[config.mk]
export PLATFORM = sky130hd
export DESIGN_NAME = alu_seq
export DESIGN_NICKNAME = d
export VERILOG_FILES = /design/src/rtl/alu_seq.sv
export SDC_FILE = /design/constraint.sdc
export NUM_CORES = 1
export LEC_CHECK = 0
export ABC_CLOCK_PERIOD_IN_PS = 6350
export CORE_UTILIZATION = 40
export DETAILED_ROUTE_END_ITERATION = 10
export PLACE_DENSITY_LB_ADDON = 0.1
export SYNTH_ARGS = -nofsm -noshare
export SYNTH_HDL_FRONTEND = slang
export SYNTH_SLANG_ARGS = --single-unit
[constraint.sdc]
create_clock -name clk -period 6.35 [get_ports clk]
set_clock_uncertainty 0.15 [all_clocks]
set_input_delay 1.905 -clock clk [delete_from_list [all_inputs] [get_ports clk]]
set_output_delay 1.905 -clock clk [all_outputs]
set_load 0.01 [all_outputs]
[src/rtl/alu_seq.sv]
// Sequential, valid/ready handshaked ALU with an iterative shift-add multiplier.
// Optional: define ALU_SEQ_DIV_EN to add unsigned restoring divide on opcode family 0111.

module alu_seq #(
  parameter int WIDTH = 8,
  parameter int CNT_W = $clog2(WIDTH + 1)
) (
  input  logic               clk,
  input  logic               rst,
  input  logic               in_valid,
  output logic               in_ready,
  input  logic [7:0]         opcode,
  input  logic [WIDTH-1:0]   data_rd,
  input  logic [WIDTH-1:0]   data_rr,
  input  logic               ci,
  output logic               out_valid,
  input  logic               out_ready,
  output logic [2*WIDTH-1:0] data_o,
  output logic               co,
  output logic               zo,
  output logic               no
);

  typedef enum logic [1:0] {
    IDLE,
    EXEC,
    ITER,
    HOLD
  } state_e;

  localparam logic [3:0] FAM_SHIFT = 4'b0000;
  localparam logic [3:0] FAM_MUL   = 4'b0110;
`ifdef ALU_SEQ_DIV_EN
  localparam logic [3:0] FAM_DIV   = 4'b0111;
`endif
  localparam logic [3:0] FAM_AND   = 4'b1000;
  localparam logic [3:0] FAM_OR    = 4'b1001;
  localparam logic [3:0] FAM_XOR   = 4'b1010;
  localparam logic [3:0] FAM_NEG   = 4'b1011;
  localparam logic [3:0] FAM_ADD   = 4'b1100;
  localparam logic [3:0] FAM_ADDC  = 4'b1101;
  localparam logic [3:0] FAM_SUB   = 4'b1110;
  localparam logic [3:0] FAM_SUBC  = 4'b1111;

  localparam logic [CNT_W-1:0] CNT_LAST = CNT_W'(WIDTH - 1);

  function automatic logic is_iter_fam(input logic [3:0] fam);
    logic r;
    r = (fam == FAM_MUL);
`ifdef ALU_SEQ_DIV_EN
    r = r | (fam == FAM_DIV);
`endif
    return r;
  endfunction

  state_e               state_q, state_d;
  logic [3:0]           fam_q, fam_d;
  logic [1:0]           kind_q, kind_d;
  logic [WIDTH-1:0]     rd_q, rd_d;
  logic [WIDTH-1:0]     rr_q, rr_d;
  logic                 ci_q, ci_d;
  logic [CNT_W-1:0]     cnt_q, cnt_d;
  logic [2*WIDTH-1:0]   acc_q, acc_d;
  logic [2*WIDTH-1:0]   data_q, data_d;
  logic                 co_q, co_d;
  logic                 zo_q, zo_d;
  logic                 no_q, no_d;

  logic [WIDTH-1:0]     exec_res;
  logic                 exec_co;
  logic [WIDTH:0]       sum_w;
  logic [WIDTH:0]       mul_sum;
  logic [2*WIDTH-1:0]   step_res;
  logic                 step_co;

  // Only the shift kind (opcode[1:0]) is meaningful below the family nibble.
  logic unused_opcode_bits;
  assign unused_opcode_bits = ^opcode[3:2];

  assign in_ready  = (state_q == IDLE);
  assign out_valid = (state_q == HOLD);
  assign data_o    = data_q;
  assign co        = co_q;
  assign zo        = zo_q;
  assign no        = no_q;

  always_ff @(posedge clk) begin
    if (rst) begin
      state_q <= IDLE;
      fam_q   <= '0;
      kind_q  <= '0;
      rd_q    <= '0;
      rr_q    <= '0;
      ci_q    <= 1'b0;
      cnt_q   <= '0;
      acc_q   <= '0;
      data_q  <= '0;
      co_q    <= 1'b0;
      zo_q    <= 1'b1;
      no_q    <= 1'b0;
    end else begin
      state_q <= state_d;
      fam_q   <= fam_d;
      kind_q  <= kind_d;
      rd_q    <= rd_d;
      rr_q    <= rr_d;
      ci_q    <= ci_d;
      cnt_q   <= cnt_d;
      acc_q   <= acc_d;
      data_q  <= data_d;
      co_q    <= co_d;
      zo_q    <= zo_d;
      no_q    <= no_d;
    end
  end

  // Single-cycle datapath; unknown families leave co untouched and yield zero.
  always_comb begin
    exec_res = '0;
    exec_co  = co_q;
    sum_w    = '0;
    case (fam_q)
      FAM_SHIFT: begin
        case (kind_q)
          2'b00: begin
            exec_res = {rd_q[WIDTH-2:0], 1'b0};
            exec_co  = rd_q[WIDTH-1];
          end
          2'b01: begin
            exec_res = {rd_q[WIDTH-1], rd_q[WIDTH-1:1]};
            exec_co  = rd_q[0];
          end
          2'b10: begin
            exec_res = {rd_q[WIDTH-2:0], ci_q};
            exec_co  = rd_q[WIDTH-1];
          end
          default: begin
            exec_res = {ci_q, rd_q[WIDTH-1:1]};
            exec_co  = rd_q[0];
          end
        endcase
      end
      FAM_AND: begin
        exec_res = rd_q & rr_q;
        exec_co  = 1'b0;
      end
      FAM_OR: begin
        exec_res = rd_q | rr_q;
        exec_co  = 1'b0;
      end
      FAM_XOR: begin
        exec_res = rd_q ^ rr_q;
        exec_co  = 1'b0;
      end
      FAM_NEG: begin
        exec_res = -rd_q;
        exec_co  = |rd_q;
      end
      FAM_ADD: begin
        sum_w    = {1'b0, rd_q} + {1'b0, rr_q};
        exec_res = sum_w[WIDTH-1:0];
        exec_co  = sum_w[WIDTH];
      end
      FAM_ADDC: begin
        sum_w    = {1'b0, rd_q} + {1'b0, rr_q} + (WIDTH+1)'(ci_q);
        exec_res = sum_w[WIDTH-1:0];
        exec_co  = sum_w[WIDTH];
      end
      FAM_SUB: begin
        sum_w    = {1'b0, rd_q} - {1'b0, rr_q};
        exec_res = sum_w[WIDTH-1:0];
        exec_co  = sum_w[WIDTH];
      end
      FAM_SUBC: begin
        // rr+ci never exceeds 2^WIDTH, so bit WIDTH is an exact borrow.
        sum_w    = {1'b0, rd_q} - {1'b0, rr_q} - (WIDTH+1)'(ci_q);
        exec_res = sum_w[WIDTH-1:0];
        exec_co  = sum_w[WIDTH];
      end
      default: begin
        exec_res = '0;
        exec_co  = co_q;
      end
    endcase
  end

`ifdef ALU_SEQ_DIV_EN
  logic [WIDTH:0] div_rs;
  logic [WIDTH:0] div_diff;
  logic           div_ge;
`endif

  // One iteration step. Multiply: acc = {partial product, multiplier}, shifted right.
  always_comb begin
    mul_sum  = {1'b0, acc_q[2*WIDTH-1:WIDTH]} + (acc_q[0] ? {1'b0, rd_q} : '0);
    step_res = {mul_sum, acc_q[WIDTH-1:1]};
    step_co  = step_res[2*WIDTH-1];
`ifdef ALU_SEQ_DIV_EN
    // Divide: acc = {remainder, dividend/quotient}, shifted left one bit per step.
    div_rs   = {acc_q[2*WIDTH-1:WIDTH], acc_q[WIDTH-1]};
    div_ge   = (div_rs >= {1'b0, rr_q});
    div_diff = div_rs - {1'b0, rr_q};
    if (fam_q == FAM_DIV) begin
      step_res = {(div_ge ? div_diff[WIDTH-1:0] : div_rs[WIDTH-1:0]),
                  acc_q[WIDTH-2:0], div_ge};
      step_co  = (rr_q == '0);
    end
`endif
  end

  always_comb begin
    state_d = state_q;
    fam_d   = fam_q;
    kind_d  = kind_q;
    rd_d    = rd_q;
    rr_d    = rr_q;
    ci_d    = ci_q;
    cnt_d   = cnt_q;
    acc_d   = acc_q;
    data_d  = data_q;
    co_d    = co_q;
    zo_d    = zo_q;
    no_d    = no_q;
    case (state_q)
      IDLE: begin
        if (in_valid) begin
          fam_d  = opcode[7:4];
          kind_d = opcode[1:0];
          rd_d   = data_rd;
          rr_d   = data_rr;
          ci_d   = ci;
          cnt_d  = '0;
          acc_d  = {{WIDTH{1'b0}}, data_rr};
`ifdef ALU_SEQ_DIV_EN
          if (opcode[7:4] == FAM_DIV) acc_d = {{WIDTH{1'b0}}, data_rd};
`endif
          state_d = is_iter_fam(opcode[7:4]) ? ITER : EXEC;
        end
      end
      EXEC: begin
        data_d  = {{WIDTH{1'b0}}, exec_res};
        co_d    = exec_co;
        zo_d    = (exec_res == '0);
        no_d    = exec_res[WIDTH-1];
        state_d = HOLD;
      end
      ITER: begin
        acc_d = step_res;
        cnt_d = cnt_q + CNT_W'(1);
        if (cnt_q == CNT_LAST) begin
          cnt_d   = '0;
          data_d  = step_res;
          co_d    = step_co;
          zo_d    = (step_res == '0);
          no_d    = step_res[2*WIDTH-1];
          state_d = HOLD;
        end
      end
      HOLD: begin
        if (out_ready) state_d = IDLE;
      end
      default: state_d = IDLE;
    endcase
  end

endmodule
==> run summary, run 1 <==
# placed instances: 833
Number of global-route vias before repair: 4,580
Critical path, cell by cell: inv_1, ha_1, clkinv_1, nor2_2, a21oi_2, a221oi_1, o21ai_0, a221oi_2, nand4_1, o31ai_1
GP Congestion: 0.8858
DIE WIDTH: 115.2 um
Clock transition at the registers of the reported paths: 0.05 ns
Avg WL per Cell: 17.80 um
Cts bufs inserted: 9
Input/output buffers: 47
Root Driver: clkbuf_16
Most frequent cells in the layout: 88 x nand2_1, 64 x dfxtp_1, 52 x a21oi_1, 52 x nor2_1, 46 x clkdlybuf4s50_1
Yosys reg bits: 64
Async SR Flop Fraction: 0
Req. time, crit path: 6.45 ns
Share of layout cells above drive strength 1: 0.06902
Mapped cell area: 0.005129 sq mm
Number of synthesized flops with an enable pin: 0
DR pass1 iterations: 5
Via density: 5.698
Nets: 751
Period minus WS final: 4.285 ns
F_max: 0.2333 GHz
Crit share post-route: 0.6749
Crit path capture: zo
Reg2Reg Setup Slack: 2.06 ns
Number of cells on the critical path: 10
Final ANT Viol Nets: 0
GRT Overall Usage: 0.2378
Final hold vios: 0
Crit path buf inv count: 2
Drt drc: 0
Post-synthesis sequential area ratio: 0.2498
CTS tree: yes
Clock tree buffer depth: 2
Syn-to-layout area delta: 16.44%
Crit. Startpoint: state_q[0]
Crit Path Max Fanout: 23
Routed wire length: 15,110 um
Mapped Avg Cell Area: 7.854 sq um
Fin Setup TNS: 0 ns
Gr ovfl total: 0
IO Pins: 50
Die Ht: 115.2 um
Rows: 40
Worst vdd ir: 188.1 uV
RSZ-0062 raised after global routing: no
Effective utilization at floorplan: 0.4183
Worst path max stage delay: 0.78 ns
Sink Count: 64
Synth Warn #: 0
Relative slew slack: 0.3373
Core area: 0.01226 sq mm
Worst Tran Pin Value: 0.9874 ns
Insertion delay to the later sink of the worst-skew pair: 0.33 ns
Antenna diodes: 0
First-pass GRT wire length: 24,360 um
CTS Hold Bufs: 0
Initial DRC count: 283
Commonest non-fill, non-tap cell in the layout: nand2_1
H-tree lvl count: 3
Yosys top cell by area: dfxtp_1
Synth cell types: 82
Synth area leaders: dfxtp_1 25%, ha_1 10%, nand2_1 6.4%
CP Capture Type: flip-flop
Post-CTS Setup Bufs: 0
Status: finished clean
HPWL Detailed: 11,250 um
CP startpoint kind: flip-flop
Worst flop-to-flop path endpoint: zo
Max-cap viol count: 0
CP delay by family, top: compound AO/OA/AOI/OAI gates
Start of the worst register-to-register path: state_q[0]
Syn_nets: 728
Top cell type's share of synthesized area: 0.2498
Synth Instances: 653
Critical-path top delay cell: ha_1
Total number of vias: 4,838
WP data arrival: 4.38 ns
Leak: 2.240 nW
Post_cts resized: 0
Pwr dens: 367.1 mW/mm^2
Main synth FF type: dfxtp_1
Final Max Slew Viols: 0
Hold Path Class: reg -> reg
Largest net degree at the start of global routing: 64
Non-Filler Instances: 849
Worst reg2reg path depth: 10
Crit Path Class: reg -> reg
Number of setup violations in the final report: 0
Design area: 0.005972 sq mm
DP Area: 0.005617 sq mm
Die area: 0.01328 sq mm
Initial antenna violation count: 0
[cell type report]
class / count / area, sq um
fill: 1208 / 6290
multi-input combinational: 519 / 3513
sequential: 64 / 1281
timing repair buffer: 51 / 495.5
clock buffer: 11 / 252.7
tap: 168 / 210.2
inverter: 31 / 116.4
clock inverter: 5 / 102.6
[kinds of logic (layout without fill, tap and decap cells)]
family,Yosys count,in the layout,share of synthesized area
AOI/OAI and AO/OA,186,186,0.2496
xor gates and xnor gates,26,26,0.04782
adders and majority gates,46,46,0.1166
buffers and inverters,70,98,0.06514
DFF,64,64,0.2498
muxes,20,20,0.03928
and+or+nand+nor,241,241,0.2318
[Yosys cell counts (4+ instances only)]
master	instances
a211oi_1	13
a21o_1	4
a21oi_1	52
a22oi_1	21
and2_1	11
clkbuf_1	27
clkbuf_8	6
dfxtp_1	64
ha_1	43
inv_1	30
mux2i_1	19
nand2_1	88
nand2b_1	9
nand3_1	11
nand4_1	4
nor2_1	52
nor2b_1	6
nor3_1	16
nor3b_1	4
nor4_1	5
o211ai_1	7
o21a_1	4
o21ai_0	29
o21bai_1	6
o22ai_1	9
o311ai_0	4
or2_2	5
or3_1	6
xnor2_1	19
xor2_1	6
[worst min path at each step]
| stage | cells past startpoint | end | startpoint |
|---|---|---|---|
| final | 2 | data_o[12] | data_o[12] |
| after CTS | 2 | data_o[12] | data_o[12] |
| after global routing | 2 | data_o[0] | data_o[0] |
| after detailed placement | 2 | data_o[12] | data_o[12] |
| after global placement | 2 | data_o[12] | data_o[12] |
| after floorplan | 2 | acc_q[15] | acc_q[15] |
[worst min-delay path, stage by stage, from the launching register on]
cell	delay (ns)
dfxtp_1	0.30
nand2_1	0.05
a21oi_1	0.05
[metrics by stage]
stage	utilization	hold WS [ns]	worst slack (ns)	total power, mW
finish	0.4870	0.2980	2.065	2.192
CTS	0.4870	0.3001	2.078	2.188
global placement	0.4581	0.2943	2.123	1.581
global route	0.4870	0.3233	1.696	2.338
detailed placement	0.4581	0.2928	2.081	1.602
floorplan	-	0.2906	3.102	1.327
[sequential cells by signal (all words and copies together) (netlist names)]
signal   cells
cnt_q        4
zo           1
acc_q       16
data_o      16
rr_q         8
co           1
ci_q         1
kind_q       2
fam_q        4
state_q      2
no           1
rd_q         8
[routing by layer]
metal / routed length (um) / up-vias / GRT usage
met2: 7709 / 106 / 0.4229
met3: 493 / 16 / 0.02478
met4: 209 / 0 / 0.06840
li1: - / 2399 / -
met5: 0 / - / 0
met1: 6701 / 2317 / 0.3034
[report_power, final]
part	internal [mW]	leakage (nW)	total (mW)	switching [mW]
Sequential	0.473	0.522	0.579	0.106
Clock	0.404	0.172	0.584	0.180
Combinational	0.417	1.55	1.03	0.612
(Power assumes the default switching activity.)
==> run 2: changes to the inputs <==
Settings changed: ABC_CLOCK_PERIOD_IN_PS 6350 to 3900.
Clock period 6.35 ns to 3.9 ns, I/O delays scaled along.
==> run 2 against run 1 <==
Net effect:
- non-clock buffer count up 21
- utilization up 0.84 points
- power up 60%
- first-iteration DRC count up 46%
- sequential power up 55%
- largest cell class unchanged
- largest power group unchanged
==> run summary, run 2 (synthesis gave the netlist of run 1 again) <==
Routed wire length: 15,290 um
Pwr dens: 576.7 mW/mm^2
GR Util met3: 0.03110
Insertion delay to the later sink of the worst-skew pair: 0.32 ns
Post-CTS Setup Bufs: 0
Hold Path Class: reg -> reg
Antenna diodes: 0
Number of setup violations in the final report: 0
HPWL Detailed: 11,840 um
Clock tree buffer depth: 2
H-tree lvl count: 3
Crit Path Max Fanout: 5
Req. time, crit path: 3.97 ns
Cts bufs inserted: 9
Commonest non-fill, non-tap cell in the layout: nand2_1
Non-Filler Instances: 870
Via density: 5.675
Die Ht: 115.2 um
# placed instances: 854
Status: finished clean
Syn-to-layout area delta: 18.44%
DIE WIDTH: 115.2 um
Share of layout cells above drive strength 1: 0.09402
Gr ovfl total: 0
Drt drc: 0
Root Driver: clkbuf_16
CP Capture Type: flip-flop
Final core utilization: 0.4954
Total power: 3.503 mW
Rows: 40
Final hold vios: 0
Period minus WS final: 3.668 ns
Most Crowded Layer GR: met2
Worst Tran Pin Value: 1.099 ns
Nets: 772
Worst vdd ir: 250.7 uV
P_int: 2.036 mW
Input/output buffers: 47
CTS Hold Bufs: 0
RSZ-0062 raised after global routing: no
Final ANT Viol Nets: 0
GRT Overall Usage: 0.2441
Net Switching: 1.467 mW
Core area: 0.01226 sq mm
Seq pwr share: 0.257
WP data arrival: 3.74 ns
First-pass GRT wire length: 24,850 um
DR pass1 iterations: 5
Clock transition at the registers of the reported paths: 0.06 ns
Crit share post-route: 0.9405
Clock share of power: 0.233
Initial antenna violation count: 0
Fillcell total: 1,227
Initial DRC count: 412
Post_cts resized: 0
Logic pwr share: 0.511
Post-route setup slack: 0.2321 ns
IO Pins: 50
Largest net degree at the start of global routing: 24
Sink Count: 64
Sw frac: 0.4189
Die area: 0.01328 sq mm
CTS tree: yes
Fin Setup TNS: 0 ns
Avg WL per Cell: 17.58 um
Crit Path Class: reg -> reg
Leak: 2.325 nW
GR Layer Usage met2: 0.4209
F_max: 0.2726 GHz
Most frequent cells in the layout: 88 x nand2_1, 64 x dfxtp_1, 52 x a21oi_1, 52 x nor2_1, 46 x clkdlybuf4s50_1
Effective utilization at floorplan: 0.4183
Max-cap viol count: 0
Total number of vias: 4,937
Final Max Slew Viols: 0
CP startpoint kind: flip-flop
Met1 Usage GRT: 0.3106
Dpl ws: 0.2853 ns
Number of global-route vias before repair: 4,740
Relative slew slack: 0.2623
GP Congestion: 0.9257
-- run 2: cell types whose count changed in the layout (fill, tap and decap cells not counted) --
| cell | before | now |
|---|---|---|
| buf_4 | 4 | 25 |
| clkbuf_1 | 0 | 2 |
| bufinv_16 | 3 | 1 |
| clkinvlp_4 | 1 | 0 |
| clkinv_2 | 1 | 2 |
-- run 2: power groups by stage --
| stage | Clock (mW) | Sequential (mW) | Combinational (mW) |
|---|---|---|---|
| floorplan | 0 | 0.879 | 1.28 |
| detailed placement | 0 | 0.912 | 1.76 |
| CTS | 0.826 | 0.898 | 1.78 |
| finish | 0.816 | 0.899 | 1.79 |
| global placement | 0 | 0.910 | 1.74 |
| global route | 0.860 | 0.918 | 1.97 |
-- run 2: layer usage --
metal	vias to the layer above	wire (um)
met2	121	7480
li1	2438	-
met1	2355	6848
met5	-	0
met3	23	625
met4	0	340
-- run 2: worst paths after layout --
| check | from | endpoint | slack, ns | depth (start not counted) |
|---|---|---|---|---|
| worst max-delay path | rd_q[0] | no | 0.23 | 11 |
| worst min-delay path | data_o[4] | data_o[4] | 0.30 | 2 |
| worst max register to register | rd_q[0] | no | 0.23 | 11 |
| worst min register to register | data_o[4] | data_o[4] | 0.30 | 2 |
-- run 2: final cells by class --
| class | count | area (sq um) | area share |
|---|---|---|---|
| clock inverter | 3 | 40.04 | 0.006591 |
| sequential | 64 | 1281 | 0.2109 |
| tap | 168 | 210.2 | 0.03460 |
| timing repair buffer | 72 | 653.1 | 0.1075 |
| inverter | 31 | 116.4 | 0.01916 |
| clock buffer | 13 | 260.3 | 0.04284 |
| multi-input combinational | 519 | 3513 | 0.5784 |
-- run 2: stage by stage --
step                hold WS (ns)  instance area (sq um)
floorplan                 0.2906                   5129
global placement          0.2934                   5774
detailed placement        0.2941                   5774
CTS                       0.3014                   6075
global route              0.3264                   6075
finish                    0.2992                   6075
-- run 2: worst max-delay path: stages (launching register included) --
cell and delay [ns]:
dfxtp_1 0.33, inv_1 0.11, ha_1 0.26, fa_1 0.46, nor3_1 0.28, o311ai_0 0.31, a2111o_1 0.50, nor4b_2 0.37
nor4_1 0.11, nor3b_2 0.29, nand3_1 0.16, a32o_1 0.23
